$ cat config.mk
export PLATFORM = sky130hd
export DESIGN_NAME = booth_r4_mult_flat
export DESIGN_NICKNAME = d
export VERILOG_FILES = /design/src/rtl/booth_pkg.sv /design/src/rtl/booth_r4_mult_if.sv /design/src/rtl/booth_r4_recoder.sv /design/src/rtl/booth_r4_mult.sv /design/src/flat_wrapper.sv
export SDC_FILE = /design/constraint.sdc
export NUM_CORES = 1
export LEC_CHECK = 0
export ABC_AREA = 1
export BUFFER_PORTS_ARGS = -buffer_cell sky130_fd_sc_hd__buf_2
export CORE_UTILIZATION = 54
export CTS_CLUSTER_SIZE = 16
export DETAILED_ROUTE_END_ITERATION = 10
export PLACE_DENSITY = 0.77
export SLEW_MARGIN = 20
export SYNTH_ARGS = -nofsm -noshare
export SYNTH_HDL_FRONTEND = slang
export SYNTH_HIERARCHICAL = 1
export SYNTH_SLANG_ARGS = --single-unit
$ cat constraint.sdc
create_clock -name Clock -period 2.25 [get_ports Clock]
set_input_delay 0.45 -clock Clock [delete_from_list [all_inputs] [get_ports Clock]]
set_output_delay 0.45 -clock Clock [all_outputs]
set_load 0.005 [all_outputs]
$ cat src/rtl/booth_pkg.sv
// Shared types and helpers for the radix-4 Booth multiplier.
//   state_e    : controller states (IDLE, LOAD, CALC, DONE)
//   digit_e    : radix-4 Booth digit (0, +1, +2, -1, -2)
//   iter_count : number of radix-4 steps for an N-bit operand
package booth_pkg;

  typedef enum logic [1:0] {
    IDLE = 2'd0,
    LOAD = 2'd1,
    CALC = 2'd2,
    DONE = 2'd3
  } state_e;

  typedef enum logic [2:0] {
    ZERO = 3'd0,
    P1   = 3'd1,
    P2   = 3'd2,
    M1   = 3'd3,
    M2   = 3'd4
  } digit_e;

  // Operands are extended to n+2 bits, so n/2+1 radix-4 digits cover them.
  function automatic int iter_count(input int n);
    return (n / 32'sd2) + 32'sd1;
  endfunction

endpackage

$ cat src/rtl/booth_r4_mult_if.sv
// Start/Done level-handshake bundle of the Booth multiplier.
//   Start, Signed_mode, Mplier, Mcand : request side (driven by master)
//   Product, Done, Busy               : result side (driven by slave)
interface booth_r4_mult_if #(
  parameter int N = 8
);
  logic           Start;
  logic           Signed_mode;
  logic [N-1:0]   Mplier;
  logic [N-1:0]   Mcand;
  logic [2*N-1:0] Product;
  logic           Done;
  logic           Busy;

  modport master (
    output Start, Signed_mode, Mplier, Mcand,
    input  Product, Done, Busy
  );

  modport slave (
    input  Start, Signed_mode, Mplier, Mcand,
    output Product, Done, Busy
  );
endinterface

$ cat src/rtl/booth_r4_recoder.sv
// Combinational radix-4 Booth recoder.
//   bits_i   : {q1, q0, q-1} of the shifting multiplier
//   mcand_i  : multiplicand already extended to N+2 bits
//   addend_o : selected 0 / +-Mcand / +-2Mcand, sign-extended to N+4 bits
module booth_r4_recoder
  import booth_pkg::*;
#(
  parameter int N = 8
) (
  input  logic [2:0]   bits_i,
  input  logic [N+1:0] mcand_i,
  output logic [N+3:0] addend_o
);

  digit_e       digit_s;
  logic [N+3:0] ext_s;
  logic [N+3:0] dbl_s;

  assign ext_s = {{2{mcand_i[N+1]}}, mcand_i};
  assign dbl_s = {ext_s[N+2:0], 1'b0};

  // Map the overlapping bit triple to its Booth digit.
  always_comb begin
    digit_s = ZERO;
    case (bits_i)
      3'b000, 3'b111: digit_s = ZERO;
      3'b001, 3'b010: digit_s = P1;
      3'b011:         digit_s = P2;
      3'b100:         digit_s = M2;
      3'b101, 3'b110: digit_s = M1;
      default:        digit_s = ZERO;
    endcase
  end

  // Select the signed multiple of the multiplicand for this digit.
  always_comb begin
    addend_o = '0;
    case (digit_s)
      ZERO:    addend_o = '0;
      P1:      addend_o = ext_s;
      P2:      addend_o = dbl_s;
      M1:      addend_o = '0 - ext_s;
      M2:      addend_o = '0 - dbl_s;
      default: addend_o = '0;
    endcase
  end

endmodule

$ cat src/rtl/booth_r4_mult.sv
// Parametrised radix-4 Booth sequential multiplier with Start/Done handshake.
//   Clock  : rising-edge clock
//   Resetn : asynchronous active-low reset; aborts any operation
//   bus    : slave side of booth_r4_mult_if
//            (Start, Signed_mode, Mplier, Mcand in; Product, Done, Busy out)
// One operation takes LOAD (1 cycle) + ITER CALC steps; Done rises ITER+1
// edges after Start is accepted and the registered Product is exact in 2N bits.
module booth_r4_mult
  import booth_pkg::*;
#(
  parameter int N = 8
) (
  input  logic             Clock,
  input  logic             Resetn,
  booth_r4_mult_if.slave   bus
);

  localparam int ITER = iter_count(N);
  localparam int W    = N + 2;          // extended operand width
  localparam int A    = N + 4;          // accumulator width, holds 2*Mcand
  localparam int T    = A + W + 1;      // {acc, Q, q-1}
  localparam int CW   = $clog2(ITER + 1);

  generate
    if (((N % 2) != 0) || (N < 4)) begin : g_bad_n
      $error("booth_r4_mult: N must be even and >= 4");
    end
  endgenerate

  state_e           state_q, state_d;
  logic [N-1:0]     mplier_q, mplier_d;
  logic [N-1:0]     mcand_q, mcand_d;
  logic             smode_q, smode_d;
  logic [W-1:0]     mcand_ext_q, mcand_ext_d;
  logic [A-1:0]     acc_q, acc_d;
  logic [W-1:0]     q_q, q_d;
  logic             qm1_q, qm1_d;
  logic [CW-1:0]    cnt_q, cnt_d;
  logic [2*N-1:0]   product_q, product_d;
  logic             done_q, done_d;
  logic             busy_q, busy_d;

  logic [A-1:0]     addend_s;
  logic [A-1:0]     sum_s;
  logic [T-1:0]     full_s;
  logic [T-1:0]     step_s;
  logic [A-1:0]     acc_n;
  logic [W-1:0]     q_n;
  logic             qm1_n;

  booth_r4_recoder #(.N(N)) u_recoder (
    .bits_i   ({q_q[1:0], qm1_q}),
    .mcand_i  (mcand_ext_q),
    .addend_o (addend_s)
  );

  // One radix-4 step: add the digit multiple, then arithmetic shift by two.
  assign sum_s  = acc_q + addend_s;
  assign full_s = {sum_s, q_q, qm1_q};
  assign step_s = {{2{sum_s[A-1]}}, full_s[T-1:2]};
  assign acc_n  = step_s[T-1 -: A];
  assign q_n    = step_s[W:1];
  assign qm1_n  = step_s[0];

  // Next-state, datapath and output decode.
  always_comb begin
    state_d     = state_q;
    mplier_d    = mplier_q;
    mcand_d     = mcand_q;
    smode_d     = smode_q;
    mcand_ext_d = mcand_ext_q;
    acc_d       = acc_q;
    q_d         = q_q;
    qm1_d       = qm1_q;
    cnt_d       = cnt_q;
    product_d   = product_q;

    case (state_q)
      IDLE: begin
        if (bus.Start) begin
          mplier_d = bus.Mplier;
          mcand_d  = bus.Mcand;
          smode_d  = bus.Signed_mode;
          state_d  = LOAD;
        end else begin
          state_d  = IDLE;
        end
      end
      LOAD: begin
        if (smode_q) begin
          mcand_ext_d = {{2{mcand_q[N-1]}}, mcand_q};
          q_d         = {{2{mplier_q[N-1]}}, mplier_q};
        end else begin
          mcand_ext_d = {2'b00, mcand_q};
          q_d         = {2'b00, mplier_q};
        end
        acc_d   = '0;
        qm1_d   = 1'b0;
        cnt_d   = CW'(ITER);
        state_d = CALC;
      end
      CALC: begin
        acc_d = acc_n;
        q_d   = q_n;
        qm1_d = qm1_n;
        cnt_d = cnt_q - CW'(1'b1);
        if (cnt_q == CW'(1'b1)) begin
          // After ITER shifts the full product sits in {acc, Q}.
          product_d = {acc_n[N-3:0], q_n};
          state_d   = DONE;
        end else begin
          state_d   = CALC;
        end
      end
      DONE: begin
        if (!bus.Start) begin
          state_d = IDLE;
        end else begin
          state_d = DONE;
        end
      end
      default: begin
        state_d = IDLE;
      end
    endcase

    busy_d = (state_d == LOAD) || (state_d == CALC);
    done_d = (state_d == DONE);
  end

  // State, datapath and registered outputs.
  always_ff @(posedge Clock or negedge Resetn) begin
    if (!Resetn) begin
      state_q     <= IDLE;
      mplier_q    <= '0;
      mcand_q     <= '0;
      smode_q     <= 1'b0;
      mcand_ext_q <= '0;
      acc_q       <= '0;
      q_q         <= '0;
      qm1_q       <= 1'b0;
      cnt_q       <= '0;
      product_q   <= '0;
      done_q      <= 1'b0;
      busy_q      <= 1'b0;
    end else begin
      state_q     <= state_d;
      mplier_q    <= mplier_d;
      mcand_q     <= mcand_d;
      smode_q     <= smode_d;
      mcand_ext_q <= mcand_ext_d;
      acc_q       <= acc_d;
      q_q         <= q_d;
      qm1_q       <= qm1_d;
      cnt_q       <= cnt_d;
      product_q   <= product_d;
      done_q      <= done_d;
      busy_q      <= busy_d;
    end
  end

  assign bus.Product = product_q;
  assign bus.Done    = done_q;
  assign bus.Busy    = busy_q;

endmodule
$ cat src/flat_wrapper.sv
// flat-port wrapper written by rule: the top's interface ports become plain ports
module booth_r4_mult_flat import booth_pkg::*;
#(
  parameter int N = 8
)
  (Clock, Resetn, bus_Start, bus_Signed_mode, bus_Mplier, bus_Mcand, bus_Product, bus_Done, bus_Busy);
  booth_r4_mult_if #(.N(N)) bus_i ();
  input  logic Clock;
  input  logic Resetn;
  input wire logic [$bits(bus_i.Start)-1:0] bus_Start;
  input wire logic [$bits(bus_i.Signed_mode)-1:0] bus_Signed_mode;
  input wire logic [$bits(bus_i.Mplier)-1:0] bus_Mplier;
  input wire logic [$bits(bus_i.Mcand)-1:0] bus_Mcand;
  output wire logic [$bits(bus_i.Product)-1:0] bus_Product;
  output wire logic [$bits(bus_i.Done)-1:0] bus_Done;
  output wire logic [$bits(bus_i.Busy)-1:0] bus_Busy;
  assign bus_i.Start = bus_Start;
  assign bus_i.Signed_mode = bus_Signed_mode;
  assign bus_i.Mplier = bus_Mplier;
  assign bus_i.Mcand = bus_Mcand;
  assign bus_Product = bus_i.Product;
  assign bus_Done = bus_i.Done;
  assign bus_Busy = bus_i.Busy;
  booth_r4_mult #(.N(N)) u_core (.Clock(Clock), .Resetn(Resetn), .bus(bus_i));
endmodule
==> results by group, run 1 <==
Cells and area
  – Fill cells: 484
  – Ratio of cells with drive above 1 in the final layout: 0.363
  – Final Util: 0.743
  – Final Net Count: 589
  – Diodes inserted: 0
  – Synth-to-layout area growth: 30.6%

GRT
  – GR Layer Usage met3: 0.0512
  – First-pass GRT wire length: 14.9 mm
  – Grt total ovfl: 0
  – GRT Total Usage: 0.258
  – Met1 usage: 0.319
  – Vias in the first global route: 3330
  – Busiest layer in global routing: met2
  – Initial antenna violation count: 0
  – GR Util met2: 0.443
  – Largest net degree at the start of global routing: 33

Die
  – Area of the die: 7620 sq um
  – Core ar.: 6910 sq um
  – Site Rows: 30
  – Ports: 38
  – DIE WIDTH: 87.3 microns
  – Initial Util: 0.568
  – Die extent in y: 87.3 microns

Timing
  – Final worst setup slack: -286 ps
  – Endpoints failing hold: 0
  – Final Setup Violations: 16
  – Top achievable clock speed: 394 MHz
  – Slew margin rel.: 0.641
  – RSZ-0062 raised after global routing: true
  – Tcrit/Tclk final: 1.13
  – Slew Limit Fails: 0
  – Crit path time final: 2540 ps
  – Min Hold Slack: 70.6 ps
  – Final Skew: 9.19 ps
  – Worst slew pin tran: 539 ps

CTS
  – CTS tree: yes
  – Cts bufs inserted: 9
  – Hold-fix buffers at CTS: 0
  – Max Buffers Root-to-Sink: 2
  – Htree depth: 3
  – Clock sink count: 70
  – Reg clk slew, reported paths: 80 ps
  – Clk root buf: clkbuf_8
  – Clock latency on the worst-skew pair: 350 ps

Power
  – Switching pwr: 3.49 mW
  – Clk network pwr share: 0.157
  – Power density over the cells: 1590 nW/um^2
  – Internal Pwr Total: 4.65 mW
  – Gate power share: 0.579
  – Lkg Pwr: 2.60 nW
  – Sequential Power Share: 0.264
  – Max rail drop VDD: 0.935 mV
  – Sw frac: 0.428

Routing
  – First drt pass iteration count: 5
  – Antenna-violating nets left: 0
  – DRC Markers: 0
  – 1st-iter DRT viols: 237
  – Total number of vias: 3538
  – Via density: 5.47
  – Wirelength per Cell: 15.1 microns
  – Post-Route WL: 9.77 mm

Worst setup path
  – Crit path DAT: 2770 ps
  – R2R depth: 15
  – CP Data Required Time: 2480 ps
  – Critical Path Sink Type: flip-flop
  – Reg2Reg Setup Slack: -290 ps
  – CP Max Fanout: 5
  – Worst reg2reg endpoint: u_core/acc_q[4]
  – Critical path launch point type: flip-flop
  – Crit path kind: reg -> reg
  – Worst reg2reg startpoint: u_core/q_q[0]

Min path
  – Worst min-delay path class: in -> async

Synthesis
  – Synth Net Count: 501
  – Seq/Total Area, Yosys: 0.446
  – Synth Flop Type: dfrtp_1
  – Post-synth EDFFs: 0
  – Post-Syn Instances: 458
  – Fraction of registers with async set/reset: 1.00
  – Avg Inst Size Synth: 8.57 sq um
  – Synth cell types: 30
  – FF+latch count, synth: 70
  – Synth area leaders: dfrtp_1, nand2_1, mux2_2, ha_1, inv_1
  – Cell Area, Synth: 3930 sq um
  – Top cell type by total area after synthesis: dfrtp_1
  – Synthesis warning total: 6
  – Yosys top cell area share: 0.446

Placement
  – Buffers on Ports: 37
  – Post-DP HPWL: 6.34 mm
  – GPL Wtd Cong: 0.898

Outcome
  – Outcome: finished with violations
  – Failing checks: setup timing

Job
  – Max_cap viols: 0
[kinds of logic after synthesis]
logic type / synth area share
AOI/OAI and AO/OA: 0.0822
adders and majority gates: 0.0752
DFF: 0.446
xor gates and xnor gates: 0.0175
muxes: 0.0717
and+or+nand+nor: 0.238
buffers and inverters: 0.0688
[power by group through the flow]
stage	Sequential (mW)	Clock, mW	Combinational [mW]
2_1_floorplan	2.08	0	2.52
3_3_place_gp	2.11	0	3.69
3_5_place_dp	2.14	0	3.84
4_1_cts	2.13	1.30	4.22
5_1_grt	2.21	1.35	5.10
6_report	2.15	1.28	4.72
[metal layers]
layer / vias to the layer above / wire (microns) / part of all wire
met5: - / 0 / 0
met4: 0 / 260 / 0.027
met3: 25 / 437 / 0.045
met2: 116 / 4850 / 0.50
met1: 1721 / 4220 / 0.43
li1: 1676 / - / -
[cells in the mapped netlist (all sizes together) (6+ instances only)]
cell    number
nand2      136
dfrtp       70
inv         63
nand3       39
mux2        25
o21ai       25
nor2        23
ha          22
o221ai       9
o22ai        8
a21oi        7
nand3b       6
[cell type report]
type / count / area [sq um] / share of cell area
clock buffer: 9 / 124 / 0.0242
timing repair buffer: 84 / 554 / 0.108
inverter: 63 / 236 / 0.0461
sequential: 70 / 1750 / 0.342
tap: 96 / 120 / 0.0234
multi-input combinational: 318 / 2210 / 0.432
clock inverter: 7 / 128 / 0.0249
[worst max path at each step]
stage / start / to / slack (ps)
floorplan: u_core/qm1_q / u_core/acc_q[4] / 20
global placement: u_core/qm1_q / u_core/bus.Product[13] / -150
detailed placement: u_core/qm1_q / u_core/acc_q[3] / -230
CTS: u_core/q_q[0] / u_core/acc_q[10] / -180
global route: u_core/q_q[0] / u_core/acc_q[8] / -360
finish: u_core/q_q[0] / u_core/acc_q[4] / -290
[what timing repair did]
item	4_1_cts	5_1_grt
pin swaps	7	17
cloned	1	0
buffers inserted	6	7
gates resized for setup	20	40
endpoints found under the setup margin	15	17
[cell usage in the layout, fill, tap and decap left out, types with 2 or more instances in the layout]
cell       Yosys  routed
o22ai_1        8       8
nand3_2        2       6
mux2_2        25      25
nand3_4        0       2
a21oi_1        6       2
inv_1         53      50
xnor2_1        2       2
xor2_2         1       3
nand2_2       10      17
buf_2          3      37
nor2_4         3       6
o21ai_0       16      14
nand2_1      126     114
o21ai_1        9      10
o221ai_1       9       9
ha_4           0       9
nor2_2         4       5
nand3_1       37      31
o211ai_1       2       2
nand2_4        0       6
xor2_1         4       2
nand3b_1       6       6
clkbuf_8       0       9
nor2_1        16      12
or2_1          2       2
inv_6          0       2
bufinv_16      0       3
buf_4          0      45
a21oi_2        1       4
dfrtp_1       70      70
ha_1          22      13
nand4_1        3       3
inv_2         10      13
[critical path: stages (launching register included)]
cell and delay [ps]:
dfrtp_1 440, inv_2 70, ha_4 320, nor2_4 60
nand2_4 100, nand2_1 70, nand2_1 60, o211ai_1 170
fa_2 430, nand2_2 80, nand3_2 80, nand3_2 80
nand2_2 50, or2_1 220, nand3_1 100, nand2_1 80
[through the flow]
stage / worst slack (ps) / power, mW / setup TNS (ps) / instances / cell area (sq um)
3_5_place_dp: -230 / 5.98 / -1880 / 617 / 4480
3_3_place_gp: -148 / 5.80 / -1020 / 617 / 4480
4_1_cts: -181 / 7.65 / -1630 / 640 / 4910
2_1_floorplan: 17.5 / 4.60 / 0 / 458 / 3940
6_report: -286 / 8.14 / -3150 / 647 / 5130
5_1_grt: -362 / 8.67 / -4700 / 647 / 5130
[registers in the layout, indices dropped and copies added (netlist names)]
signal,flops
u_core/q_q,10
u_core/bus.Busy,1
u_core/mcand_q,8
u_core/mplier_q,8
u_core/bus.Done,1
u_core/smode_q,1
u_core/mcand_ext_q,9
u_core/acc_q,10
u_core/qm1_q,1
u_core/state_q,2
u_core/cnt_q,3
u_core/bus.Product,16
Note: power is estimated with default switching activity, not from simulation.
==> run 2, diff against run 1 <==
CORE_UTILIZATION = 55   (was 54)
CTS_BUF_LIST = sky130_fd_sc_hd__clkbuf_8   (was unset)
PLACE_DENSITY = 0.78   (was 0.77)
SYNTH_HIERARCHICAL = unset   (was 1)
==> run 2 against run 1 <==
Clock skew shrank 0.61 ps. Core utilization rose by 0.61 points. Synthesized cell count down 4.6%. Register-to-register slack got worse by 190 ps. Maximum frequency down 6.9%. Setup slack lost 190 ps. Area after synthesis decreased by 2.2%. Routed wire length down 0.57%. The run still ends with setup timing left.
==> results by group, run 2 <==
Timing
  – Crit path time final: 2730 ps
  – Tcrit/Tclk final: 1.21
  – Top achievable clock speed: 367 MHz
  – Endpoints failing hold: 0
  – Final worst setup slack: -475 ps
  – Final Setup Violations: 17
  – Slew Limit Fails: 0
  – RSZ-0062 raised after global routing: true
  – Final Skew: 8.58 ps
  – Worst slew pin tran: 480 ps
  – Slew margin rel.: 0.680

Routing
  – Post-Route WL: 9.72 mm
  – Total number of vias: 3470
  – 1st-iter DRT viols: 190
  – DRC Markers: 0
  – Wirelength per Cell: 15.6 microns
  – First drt pass iteration count: 4
  – Antenna-violating nets left: 0
  – Via density: 5.59

Cells and area
  – Synth-to-layout area growth: 31.7%
  – Final Net Count: 580
  – Commonest non-fill, non-tap cell in the layout: nand2_1
  – Largest register FFs: 16
  – Commonest non-fill, non-tap cells in the layout: nand2_1, dfrtp_1, buf_4
  – Ratio of cells with drive above 1 in the final layout: 0.373
  – Fill cells: 495
  – Diodes inserted: 0
  – Multi-input gate area: 2120 sq um
  – Cell area after layout: 5060 sq um
  – Register Area: 1750 sq um

Synthesis
  – Synth Net Count: 481
  – Post-synth EDFFs: 0
  – Yosys top cell area share: 0.456
  – Avg Inst Size Synth: 8.79 sq um
  – Synth top cells by count: nand2_1, dfrtp_1, inv_1
  – Top cell type by total area after synthesis: dfrtp_1
  – Fraction of registers with async set/reset: 1.00
  – Seq/Total Area, Yosys: 0.456
  – FF+latch count, synth: 70
  – Synth Flop Type: dfrtp_1
  – Cell Area, Synth: 3840 sq um
  – Synthesis warning total: 0
  – Post-Syn Instances: 437
  – Top-count cell post-synth: nand2_1
  – Synth area leaders: dfrtp_1, nand2_1, ha_1, mux2_2, inv_1
  – Synth cell types: 36

Power
  – Sw frac: 0.446
  – Max rail drop VDD: 0.995 mV
  – Switching pwr: 3.86 mW
  – Sequential Power Share: 0.254
  – Internal Pwr Total: 4.79 mW
  – Gate power share: 0.634
  – Power density over the cells: 1710 nW/um^2
  – Lkg Pwr: 2.52 nW
  – Clk network pwr share: 0.111

Outcome
  – Outcome: finished with violations
  – Failing checks: setup timing

CTS
  – Htree depth: 3
  – Clk root buf: clkbuf_8
  – Reg clk slew, reported paths: 80 ps
  – Cts bufs inserted: 9
  – Clock sink count: 70
  – Max Buffers Root-to-Sink: 2
  – Clock latency on the worst-skew pair: 360 ps
  – CTS tree: yes
  – Hold-fix buffers at CTS: 0

Worst setup path
  – Slowest-stage cell, CP: dfrtp_1
  – Crit path kind: reg -> reg
  – CP dominant cell by count: nor2_1
  – Crit path cell chain: buf_4, nor3_4, nand4_2, nor2_1, nand2_2, nand3_1, nand3b_1, ha_4, nand2_1, nor2_1, nand2_1, nor2_1, nor2_1, nand3_1, nand3_1, nand2_1
  – CP Max Fanout: 4
  – Critical path launch point type: flip-flop
  – Critical Path Max Stage Delay: 390 ps
  – CP Data Required Time: 2550 ps
  – Critical Path Sink Type: flip-flop
  – Delay-heaviest family, CP: simple AND/OR/NAND/NOR gates
  – Crit path DAT: 3020 ps
  – Critical path buffers and inverters: 1

Die
  – Core ar.: 6760 sq um
  – Area of the die: 7320 sq um
  – Initial Util: 0.569
  – Ports: 38
  – Die extent in y: 85.6 microns
  – Site Rows: 30
  – DIE WIDTH: 85.6 microns

GRT
  – Largest net degree at the start of global routing: 52
  – First-pass GRT wire length: 15.0 mm
  – Grt total ovfl: 0
  – Vias in the first global route: 3351
  – GRT Total Usage: 0.264
  – Initial antenna violation count: 0

Placement
  – Post-DP HPWL: 6.25 mm
  – GPL Wtd Cong: 0.881
  – Buffers on Ports: 37
  – Post-placement setup slack: -339 ps
  – Placed Area: 4490 sq um

Min path
  – Worst min-delay path class: in -> async

Job
  – Max_cap viols: 0
==> run 2: cell types whose count changed in the layout (fill, tap and decap cells not counted), sizes merged, moves of 2 or more <==
cell / change
a21oi: +3
buf: +14
bufinv: -3
clkinvlp: +2
inv: -6
mux2: -8
nand2: -21
nand3: -3
nor2: -6
nor3: +3
o21ai: +12
or2: -2
==> run 2: metrics by stage <==
step,util,hold slack (ps),cells,setup TNS (ps),power (mW)
2_1_floorplan,-,154,437,-688,4.82
3_3_place_gp,0.664,428,591,-2520,6.32
3_5_place_dp,0.664,432,591,-4100,6.50
4_1_cts,0.722,48.6,616,-2240,7.98
5_1_grt,0.749,60.4,621,-6530,9.27
6_report,0.749,40.4,621,-4340,8.65
==> run 2: logic make-up after synthesis <==
logic type / Yosys count / share of synthesized area
muxes: 17 / 0.0498
DFF: 70 / 0.456
AOI/OAI and AO/OA: 73 / 0.116
and+or+nand+nor: 180 / 0.217
buffers and inverters: 66 / 0.0655
adders and majority gates: 24 / 0.0801
xor gates and xnor gates: 7 / 0.0160
==> run 2: worst reg2reg max path, cell delays in order, from the launching register on <==
cell and delay (ps):
dfrtp_1 390, buf_4 140, nor3_4 220, nand4_2 160, nor2_1 140, nand2_2 90, nand3_1 100, nand3b_1 170
ha_4 330, nand2_1 100, nor2_1 230, nand2_1 130, nor2_1 150, nor2_1 60, nand3_1 90, nand3_1 100
nand2_1 70
==> run 2: repair_timing <==
action / 4_1_cts / 5_1_grt
pin swaps: 23 / 23
endpoints found under the setup margin: 18 / 18
setup buffers: 9 / 6
resized for setup: 34 / 32
==> run 2: power groups by stage <==
stage | Sequential, mW | Clock (mW) | Combinational, mW
6_report | 2.20 | 0.962 | 5.49
5_1_grt | 2.26 | 1.03 | 5.98
4_1_cts | 2.17 | 0.982 | 4.82
3_5_place_dp | 2.19 | 0 | 4.31
3_3_place_gp | 2.15 | 0 | 4.17
2_1_floorplan | 2.14 | 0 | 2.69
==> run 2: final timing paths <==
path / from / depth (start not counted) / slack (ps) / endpoint
hold / removal: Resetn / 1 / 40 / u_core.bus.Product[9]
max in group asynchronous: Resetn / 2 / 1580 / u_core.mcand_q[6]
setup reg to reg: u_core.mcand_ext_q[0] / 16 / -480 / u_core.acc_q[10]
min in group Clock: bus_Mplier[0] / 2 / 320 / u_core.mplier_q[0]
setup / recovery: u_core.mcand_ext_q[0] / 16 / -480 / u_core.acc_q[10]
hold reg to reg: u_core.bus.Product[14] / 2 / 480 / u_core.bus.Product[14]
==> run 2: final cells by class <==
| type | instances | share of cell area |
|---|---|---|
| timing repair buffer | 98 | 0.133 |
| tap | 80 | 0.0198 |
| sequential | 70 | 0.346 |
| multi-input combinational | 301 | 0.419 |
| inverter | 56 | 0.0440 |
| clock inverter | 7 | 0.0126 |
| clock buffer | 9 | 0.0245 |
==> run 2: routing by layer <==
layer / track usage / vias to the layer above / part of all wire
li1: - / 1666 / -
met1: 0.306 / 1648 / 0.41
met2: 0.471 / 125 / 0.50
met3: 0.0799 / 31 / 0.055
met4: 0.0818 / 0 / 0.036
met5: 0 / - / 0
